<file path="config.mk">
export PLATFORM = sky130hd
export DESIGN_NAME = coef_rom_arbiter
export DESIGN_NICKNAME = d
export VERILOG_FILES = /design/src/rtl/coef_rom_arbiter.sv
export SDC_FILE = /design/constraint.sdc
export NUM_CORES = 1
export LEC_CHECK = 0
export ABC_CLOCK_PERIOD_IN_PS = 1850
export BUFFER_PORTS_ARGS = -buffer_cell sky130_fd_sc_hd__buf_2
export CAP_MARGIN = 20
export CORE_MARGIN = 3
export CORE_UTILIZATION = 39
export CTS_CLUSTER_DIAMETER = 30
export CTS_CLUSTER_SIZE = 30
export DETAILED_ROUTE_END_ITERATION = 8
export PLACE_DENSITY = 0.68
export SYNTH_ARGS = -nofsm -noshare
export SYNTH_HDL_FRONTEND = slang
export SYNTH_SLANG_ARGS = --single-unit
</file>
<file path="constraint.sdc">
create_clock -name Fg_CLK -period 1.85 [get_ports Fg_CLK]
set_input_delay 0.2775 -clock Fg_CLK [delete_from_list [all_inputs] [get_ports Fg_CLK]]
set_output_delay 0.2775 -clock Fg_CLK [all_outputs]
set_load 0.01 [all_outputs]
</file>
<file path="src/rtl/coef_rom_arbiter.sv">
// coef_rom_arbiter
// Shares the single sine/cos2x coefficient ROM between the two DDS channel
// evaluators. Requests are arbitrated round-robin; the winner's address and
// chip-enable go to the ROM. A tag pipeline as deep as the ROM read latency
// records which channel owns each in-flight read. The returned word is then
// registered into that channel's result with a one-cycle valid pulse.
//
// Ports
//   Fg_CLK    system clock, rising edge
//   RESETn    asynchronous active-low reset
//   en        arbiter enable; low blocks new grants only
//   req0/1    channel read request, held with addr stable until its grant
//   addr0/1   channel read address
//   gnt0/1    channel grant, one-cycle combinational pulse
//   rvalid0/1 channel result valid, one-cycle registered pulse
//   rdata0/1  channel result word, held until that channel's next result
//   rom_ad    ROM address
//   rom_ce    ROM clock enable
//   rom_dout  ROM read data ([47:24] sine, [23:0] cos2x)
//   busy      at least one read in flight
module coef_rom_arbiter #(
  parameter int unsigned ADDR_W  = 11,
  parameter int unsigned DATA_W  = 48,
  parameter int unsigned ROM_LAT = 1
) (
  input  logic              Fg_CLK,
  input  logic              RESETn,
  input  logic              en,
  input  logic              req0,
  input  logic [ADDR_W-1:0] addr0,
  output logic              gnt0,
  output logic              rvalid0,
  output logic [DATA_W-1:0] rdata0,
  input  logic              req1,
  input  logic [ADDR_W-1:0] addr1,
  output logic              gnt1,
  output logic              rvalid1,
  output logic [DATA_W-1:0] rdata1,
  output logic [ADDR_W-1:0] rom_ad,
  output logic              rom_ce,
  input  logic [DATA_W-1:0] rom_dout,
  output logic              busy
);

  // Round-robin pointer: which channel was granted most recently.
  typedef enum logic {
    LAST_CH0 = 1'b0,
    LAST_CH1 = 1'b1
  } last_e;

  last_e             last_q;
  last_e             last_d;
  logic              grant;
  logic [ADDR_W-1:0] last_ad;

  // Tag pipeline: one {valid, channel} entry per ROM latency stage.
  logic [ROM_LAT-1:0] tag_v;
  logic [ROM_LAT-1:0] tag_ch;
  logic               ret_v;
  logic               ret_ch;

  // Arbitration. A lone requester always wins. On a tie the channel that was
  // not granted last wins, so continuous contention alternates 0,1,0,1.
  always_comb begin
    gnt0 = 1'b0;
    gnt1 = 1'b0;
    if (en) begin
      if (req0 && (!req1 || last_q == LAST_CH1)) begin
        gnt0 = 1'b1;
      end else if (req1) begin
        gnt1 = 1'b1;
      end
    end
  end

  assign grant = gnt0 | gnt1;

  always_comb begin
    last_d = last_q;
    if (gnt0) begin
      last_d = LAST_CH0;
    end else if (gnt1) begin
      last_d = LAST_CH1;
    end
  end

  always_ff @(posedge Fg_CLK or negedge RESETn) begin
    if (!RESETn) begin
      last_q <= LAST_CH1;
    end else begin
      last_q <= last_d;
    end
  end

  // Address path. The address is held between grants, so the ROM pins stay
  // quiet while it is idle.
  always_comb begin
    rom_ad = last_ad;
    if (gnt0) begin
      rom_ad = addr0;
    end else if (gnt1) begin
      rom_ad = addr1;
    end
  end

  always_ff @(posedge Fg_CLK or negedge RESETn) begin
    if (!RESETn) begin
      last_ad <= '0;
    end else begin
      last_ad <= rom_ad;
    end
  end

  assign busy   = |tag_v;
  assign rom_ce = grant | busy;

  // Stage 0 captures the grant at the edge that also samples rom_ad. The
  // final stage is therefore valid in the same cycle as rom_dout for that read.
  always_ff @(posedge Fg_CLK or negedge RESETn) begin
    if (!RESETn) begin
      tag_v  <= '0;
      tag_ch <= '0;
    end else begin
      tag_v[0]  <= grant;
      tag_ch[0] <= gnt1;
      for (int unsigned i = 1; i < ROM_LAT; i++) begin
        tag_v[i]  <= tag_v[i-1];
        tag_ch[i] <= tag_ch[i-1];
      end
    end
  end

  assign ret_v  = tag_v[ROM_LAT-1];
  assign ret_ch = tag_ch[ROM_LAT-1];

  // Return path: only the owning channel's result register is written.
  always_ff @(posedge Fg_CLK or negedge RESETn) begin
    if (!RESETn) begin
      rvalid0 <= 1'b0;
      rvalid1 <= 1'b0;
      rdata0  <= '0;
      rdata1  <= '0;
    end else begin
      rvalid0 <= ret_v & ~ret_ch;
      rvalid1 <= ret_v &  ret_ch;
      if (ret_v && !ret_ch) begin
        rdata0 <= rom_dout;
      end
      if (ret_v && ret_ch) begin
        rdata1 <= rom_dout;
      end
    end
  end

endmodule

</file>
==> impl_metrics.json, run 1 <==
{
  "outcome": "complete, but fails checks",
  "violations": "setup timing",
  "die_x_microns": 112,
  "area_growth_pct": 33.2,
  "core_area_sq_um": 10900,
  "max_freq_mhz": 492,
  "critPathLaunch": "last_q",
  "cp.arrival_ns": 1.75,
  "sw_frac_of_total_pct": 29.2,
  "crit_type": "flop to output port",
  "synth-compound-area-share_pct": 3.23,
  "reg2reg_depth": 5,
  "drc": 0,
  "crit_chain": "inv_2 > a21o_4 > buf_8 > mux2_4 > buf_6",
  "synth.distinct_cells": 16,
  "die-area_sq_um": 12500,
  "hold_viol": 0,
  "p_clk_share_pct": 20.2,
  "rsz0062_at_grt": "true",
  "start_kind": "flop",
  "via_count": 3014,
  "rrSetupSlack_ns": 0.34,
  "antenna_found_initial": 0,
  "cts-htree-levels": 3,
  "end_kind": "output port",
  "via_per_inst": 4.84,
  "relSlewSlack_pct": 60.0,
  "cts-root-buf": "clkbuf_8",
  "syn-num-nets": 356,
  "clock-sinks": 112,
  "place.gp.congestion": 0.749,
  "mostFrequentLayoutCell": "buf_2",
  "grt_max_degree": 113,
  "synth-simple-area-share_pct": 0.914,
  "min_period_ns": 2.03,
  "finalSetupViolations": 12,
  "r2r-end": "last_ad[8]",
  "io_pins": 188,
  "maxSlewViolCount": 0,
  "cp_max_fo": 5,
  "combPwrFrac_pct": 29.3,
  "synth_area_leader_cell": "dfrtp_1",
  "grt_overflow": 0,
  "skew_ns": 0.00783,
  "clk_latency_ns": 0.35,
  "grt_usage_pct": 15.4,
  "num_rows": 38,
  "worst_slew_pin_slew_ns": 0.600,
  "crit_required_ns": 1.57,
  "fin_ws_ns": -0.182,
  "nets": 554,
  "cts_tree": "yes",
  "utilization_pct": 53.6,
  "synthAdderAreaFrac_pct": 0,
  "cts_made_buffers": 9,
  "filler_cell_count": 935,
  "switchingPower_mw": 1.88,
  "place.detailed.hpwl_microns": 6700,
  "hold_path.class": "input pin to flop",
  "synth_xor_area_share_pct": 0,
  "power.internal_mw": 4.57,
  "fin_crit_sh_pct": 110,
  "synthMuxAreaShare_pct": 28.3,
  "p_seq_share_pct": 50.5,
  "drt_pass1_iterations": 4,
  "netlist_area_sq_um": 4380,
  "ant_nets": 0,
  "ys_ff_latch": 112,
  "cts_max_path_buffers": 2,
  "leakage_nw": 2.88,
  "layout_common_cells": "buf_2, dfrtp_1, mux2_2, buf_6, a21oi_1",
  "yosysWarnings": 0,
  "synth_seq_area_share_pct": 64.0,
  "endpoint": "rom_ad[1]",
  "power_density_nw_per_um2": 1110,
  "ir_drop_mv": 0.587,
  "min_from": "rom_dout[46]",
  "wl_per_cell_microns": 15.5,
  "power_mw": 6.45,
  "antenna_cells": 0,
  "timing.hold.ws_ns": 0.154,
  "drt-initial-drc-count": 131,
  "ys_top_cells_by_area": "dfrtp_1, mux2_2, mux2_4",
  "slowest_delay_ns": 0.57,
  "dieHeight_microns": 112,
  "grt_pass1_vias": 3156,
  "cap_violations": 0,
  "synth.top_cell.area_share_pct": 63.4,
  "drive_gt1_share_pct": 66.3,
  "grt_pass1_wl_microns": 15700,
  "timing.rr.start": "last_q",
  "path_clk_slew_ns": 0.10,
  "crit_path_top_delay_cell": "dfstp_2",
  "drt-total-wl_microns": 9650,
  "start_util_pct": 40.2,
  "synth_top_family_by_area": "multiplexers",
  "syn_area_per_cell_sq_um": 15.6,
  "synthCells": 281,
  "port_buffers": 187
}
-- power by group through the flow --
| stage | Clock (mW) | Combinational, mW | Sequential [mW] |
|---|---|---|---|
| 3_3_place_gp | 0 | 1.78 | 3.29 |
| 5_1_grt | 1.46 | 2.04 | 3.35 |
| 2_1_floorplan | 0 | 0.701 | 3.56 |
| 6_report | 1.30 | 1.89 | 3.26 |
| 4_1_cts | 1.38 | 1.90 | 3.27 |
| 3_5_place_dp | 0 | 1.82 | 3.32 |
-- worst max-delay path: cells and delay by family (launching register included) --
kind / cells / cell delay [ns]
buffers and inverters: 3 / 0.32
multiplexers: 1 / 0.31
flip-flops: 1 / 0.57
AO/OA/AOI/OAI: 1 / 0.22
-- kinds of logic after synthesis --
logic type / count (synthesis)
buffers and inverters: 29
flip-flops: 112
multiplexers: 107
AO/OA/AOI/OAI: 25
AND/OR/NAND/NOR: 8
-- how the worst min path moves through the flow --
stage                 end  cells after the start
2_1_floorplan        busy                      0
3_3_place_gp   rdata0[21]                      2
3_5_place_dp   rdata0[21]                      2
4_1_cts        rdata1[24]                      2
5_1_grt        rdata1[46]                      2
6_report       rdata1[46]                      2
-- area by class of cell --
class | count | area (sq um) | area share [%]
Clock buffer | 12 | 155 | 2.66
Tap cell | 140 | 175 | 3.00
Timing Repair Buffer | 202 | 1180 | 20.3
Inverter | 14 | 55.1 | 0.944
Multi-Input combinational cell | 140 | 1440 | 24.7
Clock inverter | 3 | 17.5 | 0.300
Sequential cell | 112 | 2800 | 48.1
-- routing by layer --
metal | track usage, % | part of all wire, % | routed length [microns]
met5 | 0 | 0 | 0
met4 | 4.09 | 0.98 | 95
met3 | 6.14 | 8.9 | 857
met2 | 25.4 | 48 | 4650
met1 | 19.0 | 42 | 4040
-- synth_stat cells --
master,count
a21oi_1,13
a31oi_1,11
nor2b_2,1
a21o_1,1
dfstp_2,1
inv_1,14
mux2_4,9
nand2_1,5
and2_1,1
or3_1,1
dfrtp_1,111
buf_6,4
mux2_2,89
mux2_1,9
buf_2,10
buf_4,1
-- per-stage QoR --
stage,area [sq um],setup TNS (ns),cells,setup WS (ns)
5_1_grt,5830,-2.84,623,-0.245
3_3_place_gp,5490,0,600,0.121
4_1_cts,5770,-2.15,619,-0.198
6_report,5830,-2.01,623,-0.182
2_1_floorplan,4380,0,281,0.354
3_5_place_dp,5490,0,600,0.0536
-- state kept, by name (all words and copies together), names as in the netlist --
signal	count
rdata0	48
last_q	1
rdata1	48
last_ad	11
busy	1
ret_ch	1
rvalid1	1
rvalid0	1
-- what timing repair did --
| action | in CTS | in global routing |
|---|---|---|
| setup endpoints to repair | 12 | 13 |
| cloned | 1 | 0 |
| pin swaps | 1 | 2 |
| hold buffers | 0 | 1 |
| resized for setup | 17 | 8 |
| hold endpoints to repair | 0 | 18 |
| buffers inserted | 3 | 3 |
No activity file was read; power rests on OpenSTA's default activity.
==> run 2, diff against run 1 <==
--- a/config.mk
+++ b/config.mk
@@ -8,7 +8,8 @@
 export ABC_CLOCK_PERIOD_IN_PS = 1850
 export BUFFER_PORTS_ARGS = -buffer_cell sky130_fd_sc_hd__buf_2
 export CAP_MARGIN = 20
-export CORE_MARGIN = 3
+export CORE_ASPECT_RATIO = 1.1
+export CORE_MARGIN = 2
 export CORE_UTILIZATION = 39
 export CTS_CLUSTER_DIAMETER = 30
 export CTS_CLUSTER_SIZE = 30
==> run 2 against run 1 <==
The flow still finishes with violations (setup timing). Non-clock buffer count is 2 lower. Count of clock-buffer cells in the layout is 1 higher. Maximum frequency is 2.1% higher. Critical path depth stayed put. Cell count is 0.96% higher. Setup slack better by 0.042 ns. First-iteration DRC count is 24% lower. Hold slack better by 0.013 ns. Sequential cell count stayed put. Cell area is 2.5% higher. Wire length is 4.2% lower. Total power is 11% higher. Largest cell class unchanged. Largest power group unchanged. Highest routed layer unchanged.
==> impl_metrics.json, run 2 (synthesis gave the netlist of run 1 again) <==
{
  "grt_max_degree": 63,
  "relSlewSlack_pct": 70.5,
  "dieHeight_microns": 115,
  "via_per_inst": 4.77,
  "place.gp.congestion": 0.732,
  "rsz0062_at_grt": "true",
  "port_buffers": 187,
  "die_x_microns": 105,
  "drt-total-wl_microns": 9250,
  "met3_length_microns": 553,
  "maxSlewViolCount": 0,
  "hold_viol": 0,
  "skew_ns": 0.00426,
  "layout_common_cells": "buf_2, dfrtp_1, mux2_2, a21oi_1",
  "start_util_pct": 40.1,
  "ir_drop_mv": 0.547,
  "antenna_found_initial": 0,
  "wl_met1_microns": 3860,
  "top_regs": "rdata0: 48 flops, rdata1: 48 flops, last_ad: 11 flops",
  "cts-htree-levels": 3,
  "cts_max_path_buffers": 2,
  "hold_path.class": "input pin to flop",
  "via_count": 3002,
  "power_density_nw_per_um2": 1200,
  "end_kind": "output port",
  "cts_tree": "yes",
  "drc": 0,
  "grt_pass1_vias": 3095,
  "min_period_ns": 1.99,
  "filler_cell_count": 966,
  "clk_latency_ns": 0.34,
  "cp.arrival_ns": 1.71,
  "antenna_cells": 0,
  "fin_ws_ns": -0.140,
  "dp_slack_ns": 0.141,
  "drive_gt1_share_pct": 65.8,
  "finalSetupViolations": 11,
  "wl_per_cell_microns": 14.7,
  "tns_ns": -1.46,
  "start_kind": "flop",
  "die-area_sq_um": 12100,
  "io_pins": 188,
  "dp.cells": 609,
  "grt_usage_pct": 15.7,
  "power_mw": 7.17,
  "num_rows": 40,
  "core_area_sq_um": 10900,
  "grt_pass1_wl_microns": 15000,
  "worst_slew_pin_slew_ns": 0.443,
  "area_growth_pct": 36.5,
  "path_clk_slew_ns": 0.06,
  "mostFrequentLayoutCell": "buf_2",
  "max_freq_mhz": 503,
  "final_cells": 629,
  "top_layer": "met4",
  "outcome": "complete, but fails checks",
  "grt_overflow": 0,
  "cts_made_buffers": 9,
  "cts-root-buf": "clkbuf_16",
  "routed-wl-met2_microns": 4660,
  "cap_violations": 0,
  "crit_required_ns": 1.57,
  "ant_nets": 0,
  "cp_max_fo": 5,
  "leakage_nw": 2.94,
  "violations": "setup timing",
  "drt-initial-drc-count": 99,
  "place.detailed.hpwl_microns": 6750,
  "drt_pass1_iterations": 4,
  "nets": 552,
  "clock-sinks": 112,
  "crit_type": "flop to output port",
  "fin_crit_sh_pct": 108,
  "timing.hold.ws_ns": 0.167
}
==> run 2: cell types whose count changed in the layout (fill, tap and decap cells not counted), sizes merged <==
cell      previous run  this run
clkinv               2         1
clkinvlp             1         0
bufinv               0         2
buf                201       199
clkbuf              12        13
==> run 2: what timing repair did <==
item	4_1_cts	5_1_grt
gates cloned	1	0
setup endpoints to repair	12	12
setup buffers	2	0
pin swaps	1	1
gates resized for setup	16	2
hold endpoints to repair	111	0
hold buffers	1	0
==> run 2: area by class of cell <==
class	instances	area, sq um	area share [%]
inverters	14	52.6	0.879
clock inverters	3	65.1	1.09
multi-input cells	140	1440	24.1
clock buffers	13	250	4.19
flip-flops and latches	112	2800	46.9
well taps	147	184	3.08
repair buffers	200	1180	19.8
==> run 2: worst paths after layout <==
path                         startpoint    endpoint  slack [ns]  cells after the start
max in group asynchronous        RESETn  rdata1[41]        1.06                      3
hold / removal             rom_dout[38]  rdata1[38]        0.17                      2
setup / recovery                 last_q   rom_ad[4]       -0.14                      5
hold reg to reg                  last_q      last_q        0.49                      2
min in group asynchronous        RESETn  rdata1[10]        0.49                      3
setup reg to reg                   busy  rdata0[16]        0.40                      3
==> run 2: per-stage QoR <==
step	util [%]	cell area, sq um
floorplan	-	4380
global placement	50.6	5520
detailed placement	50.6	5520
CTS	54.7	5970
global route	54.8	5980
finish	54.8	5980
==> run 2: power by group <==
group / internal (mW) / switching, mW / leakage, nW
registers: 3.01 / 0.260 / 1.30
clock network: 1.22 / 0.803 / 0.154
logic: 1.00 / 0.869 / 1.48
==> run 2: critical path, stage by stage, from the launching register on <==
cell	delay (ns)
dfstp_2	0.54
inv_2	0.04
a21o_4	0.23
buf_12	0.14
mux2_4	0.31
buf_6	0.12
==> run 2: metal layers <==
| metal | global-route usage [%] | up-vias |
|---|---|---|
| met5 | 0 | - |
| met4 | 7.02 | 0 |
| met3 | 3.34 | 12 |
| met2 | 26.7 | 117 |
| met1 | 19.4 | 1499 |
| li1 | - | 1374 |
==> run 3, diff against run 2 <==
==> config.mk (replaced) <==
export PLATFORM = sky130hd
export DESIGN_NAME = coef_rom_arbiter
export DESIGN_NICKNAME = d
export VERILOG_FILES = /design/src/rtl/coef_rom_arbiter.sv
export SDC_FILE = /design/constraint.sdc
export NUM_CORES = 1
export LEC_CHECK = 0
export ABC_CLOCK_PERIOD_IN_PS = 1700
export BUFFER_PORTS_ARGS = -buffer_cell sky130_fd_sc_hd__buf_2
export CAP_MARGIN = 20
export CORE_ASPECT_RATIO = 1.1
export CORE_MARGIN = 4
export CORE_UTILIZATION = 39
export CTS_CLUSTER_DIAMETER = 30
export CTS_CLUSTER_SIZE = 30
export DETAILED_ROUTE_END_ITERATION = 8
export PLACE_DENSITY = 0.7
export SYNTH_ARGS = -nofsm -noshare
export SYNTH_HDL_FRONTEND = slang
export SYNTH_SLANG_ARGS = --single-unit
==> constraint.sdc (replaced) <==
create_clock -name Fg_CLK -period 1.7 [get_ports Fg_CLK]
set_input_delay 0.255 -clock Fg_CLK [delete_from_list [all_inputs] [get_ports Fg_CLK]]
set_output_delay 0.255 -clock Fg_CLK [all_outputs]
set_load 0.01 [all_outputs]
==> run 3 against run 2 <==
The flow still finishes with violations (setup timing). Die area up 7.4%. Wire length increased by 4.6%. Setup slack lost 0.13 ns. Cell count fell by 0.48%. Sequential cell count stayed put. Combinational power increased by 9.6%.
==> impl_metrics.json, run 3 (synthesis gave the netlist of run 1 again) <==
{
  "via_count": 2967,
  "cp_top_family": "flip-flops",
  "dieHeight_microns": 119,
  "drive_gt1_share_pct": 65.6,
  "grt_pass1_wl_microns": 15700,
  "outcome": "complete, but fails checks",
  "grt_overflow": 0,
  "core_area_sq_um": 11000,
  "place_area_sq_um": 5570,
  "crit_chain": "inv_2 > a21o_1 > buf_12 > mux2_4 > buf_6",
  "rsz0062_at_grt": "true",
  "ant_nets": 0,
  "p_clk_share_pct": 25.4,
  "fin_crit_sh_pct": 116,
  "power_density_nw_per_um2": 1270,
  "drc": 0,
  "utilization_pct": 54.0,
  "start_kind": "flop",
  "cap_violations": 0,
  "via_per_inst": 4.74,
  "min_period_ns": 1.97,
  "crit_type": "flop to output port",
  "grt_usage_pct": 15.3,
  "p_seq_share_pct": 47.4,
  "cts-htree-levels": 3,
  "power.internal_mw": 5.38,
  "maxSlewViolCount": 0,
  "area_growth_pct": 35.2,
  "sw_frac_of_total_pct": 28.3,
  "grt_max_degree": 45,
  "timing.hold.ws_ns": 0.142,
  "grt_pass1_vias": 3268,
  "place.gp.congestion": 0.756,
  "crit_required_ns": 1.44,
  "cp.arrival_ns": 1.71,
  "place.detailed.hpwl_microns": 7200,
  "hold_path.class": "input pin to flop",
  "num_rows": 40,
  "cts_made_buffers": 9,
  "drt-total-wl_microns": 9670,
  "ir_drop_mv": 0.657,
  "cts_max_path_buffers": 2,
  "end_kind": "output port",
  "start_util_pct": 40.0,
  "max_freq_mhz": 508,
  "wl_per_cell_microns": 15.4,
  "top_regs": "rdata0: 48 flops, rdata1: 48 flops, last_ad: 11 flops",
  "switchingPower_mw": 2.12,
  "cp_max_fo": 10,
  "antenna_cells": 0,
  "combPwrFrac_pct": 27.3,
  "port_buffers": 187,
  "clk_latency_ns": 0.34,
  "hold_viol": 0,
  "antenna_found_initial": 1,
  "cts-root-buf": "clkbuf_16",
  "drt-initial-drc-count": 58,
  "mostFrequentLayoutCell": "buf_2",
  "crit_path_top_delay_cell": "dfstp_2",
  "layout_common_cells": "buf_2, dfrtp_1, mux2_2, inv_1, a21oi_1",
  "path_clk_slew_ns": 0.07,
  "die-area_sq_um": 13000,
  "fin_area_sq_um": 5920,
  "fin_ws_ns": -0.269,
  "slowest_delay_ns": 0.56,
  "drt_pass1_iterations": 4,
  "leakage_nw": 2.91,
  "relSlewSlack_pct": 72.3,
  "finalSetupViolations": 13,
  "worst_slew_pin_slew_ns": 0.415,
  "skew_ns": 0.00921,
  "cts_tree": "yes",
  "io_pins": 188,
  "clock-sinks": 112,
  "die_x_microns": 109,
  "violations": "setup timing",
  "cp_num_buf_inv": 3,
  "nets": 551
}
[run 3: power by group through the flow]
stage	clock (mW)	sequential, mW	combinational, mW
global placement	0	3.58	1.96
detailed placement	0	3.61	2.01
CTS	1.97	3.56	2.08
finish	1.90	3.56	2.05
global route	2.08	3.64	2.23
floorplan	0	3.87	0.763
[run 3: path summary, 6_finish.rpt]
check | from | slack, ns | cells past startpoint | end
worst min-delay path | rom_dout[41] | 0.14 | 2 | rdata1[41]
worst max-delay path | last_q | -0.27 | 5 | rom_ad[6]
min in group asynchronous | RESETn | 0.38 | 2 | rdata1[10]
worst min register to register | rdata1[40] | 0.49 | 1 | rdata1[40]
worst max register to register | last_q | 0.33 | 4 | last_ad[8]
max in group asynchronous | RESETn | 0.71 | 3 | last_q
[run 3: layer usage]
metal / share of wire [%] / GRT usage [%] / vias to the layer above
met5: 0.13 / 0 / -
met4: 1.2 / 4.42 / 2
met3: 9.4 / 5.69 / 13
met2: 50 / 25.7 / 131
met1: 40 / 18.1 / 1449
li1: - / - / 1372
[run 3: metrics by stage]
step	power (mW)	setup WS [ns]	TNS, ns	instances
finish	7.51	-0.269	-3.03	626
global route	7.94	-0.333	-3.92	626
CTS	7.62	-0.280	-3.15	625
detailed placement	5.62	0.0335	0	610
global placement	5.54	0.0991	0	610
floorplan	4.63	0.227	0	281
[run 3: repair_timing]
item | CTS | global route
hold buffers | 1 | 0
gates resized for setup | 12 | 1
buffers inserted | 0 | 1
pin swaps | 0 | 0
setup endpoints to repair | 13 | 13
hold endpoints to repair | 25 | 0
[run 3: final cells by class]
cell class / count / area (sq um)
Tap cell: 147 / 184
Clock inverter: 3 / 20.0
Multi-Input combinational cell: 140 / 1430
Timing Repair Buffer: 199 / 1190
Inverter: 14 / 52.6
Fill cell: 955 / 5040
Clock buffer: 11 / 243
Sequential cell: 112 / 2800
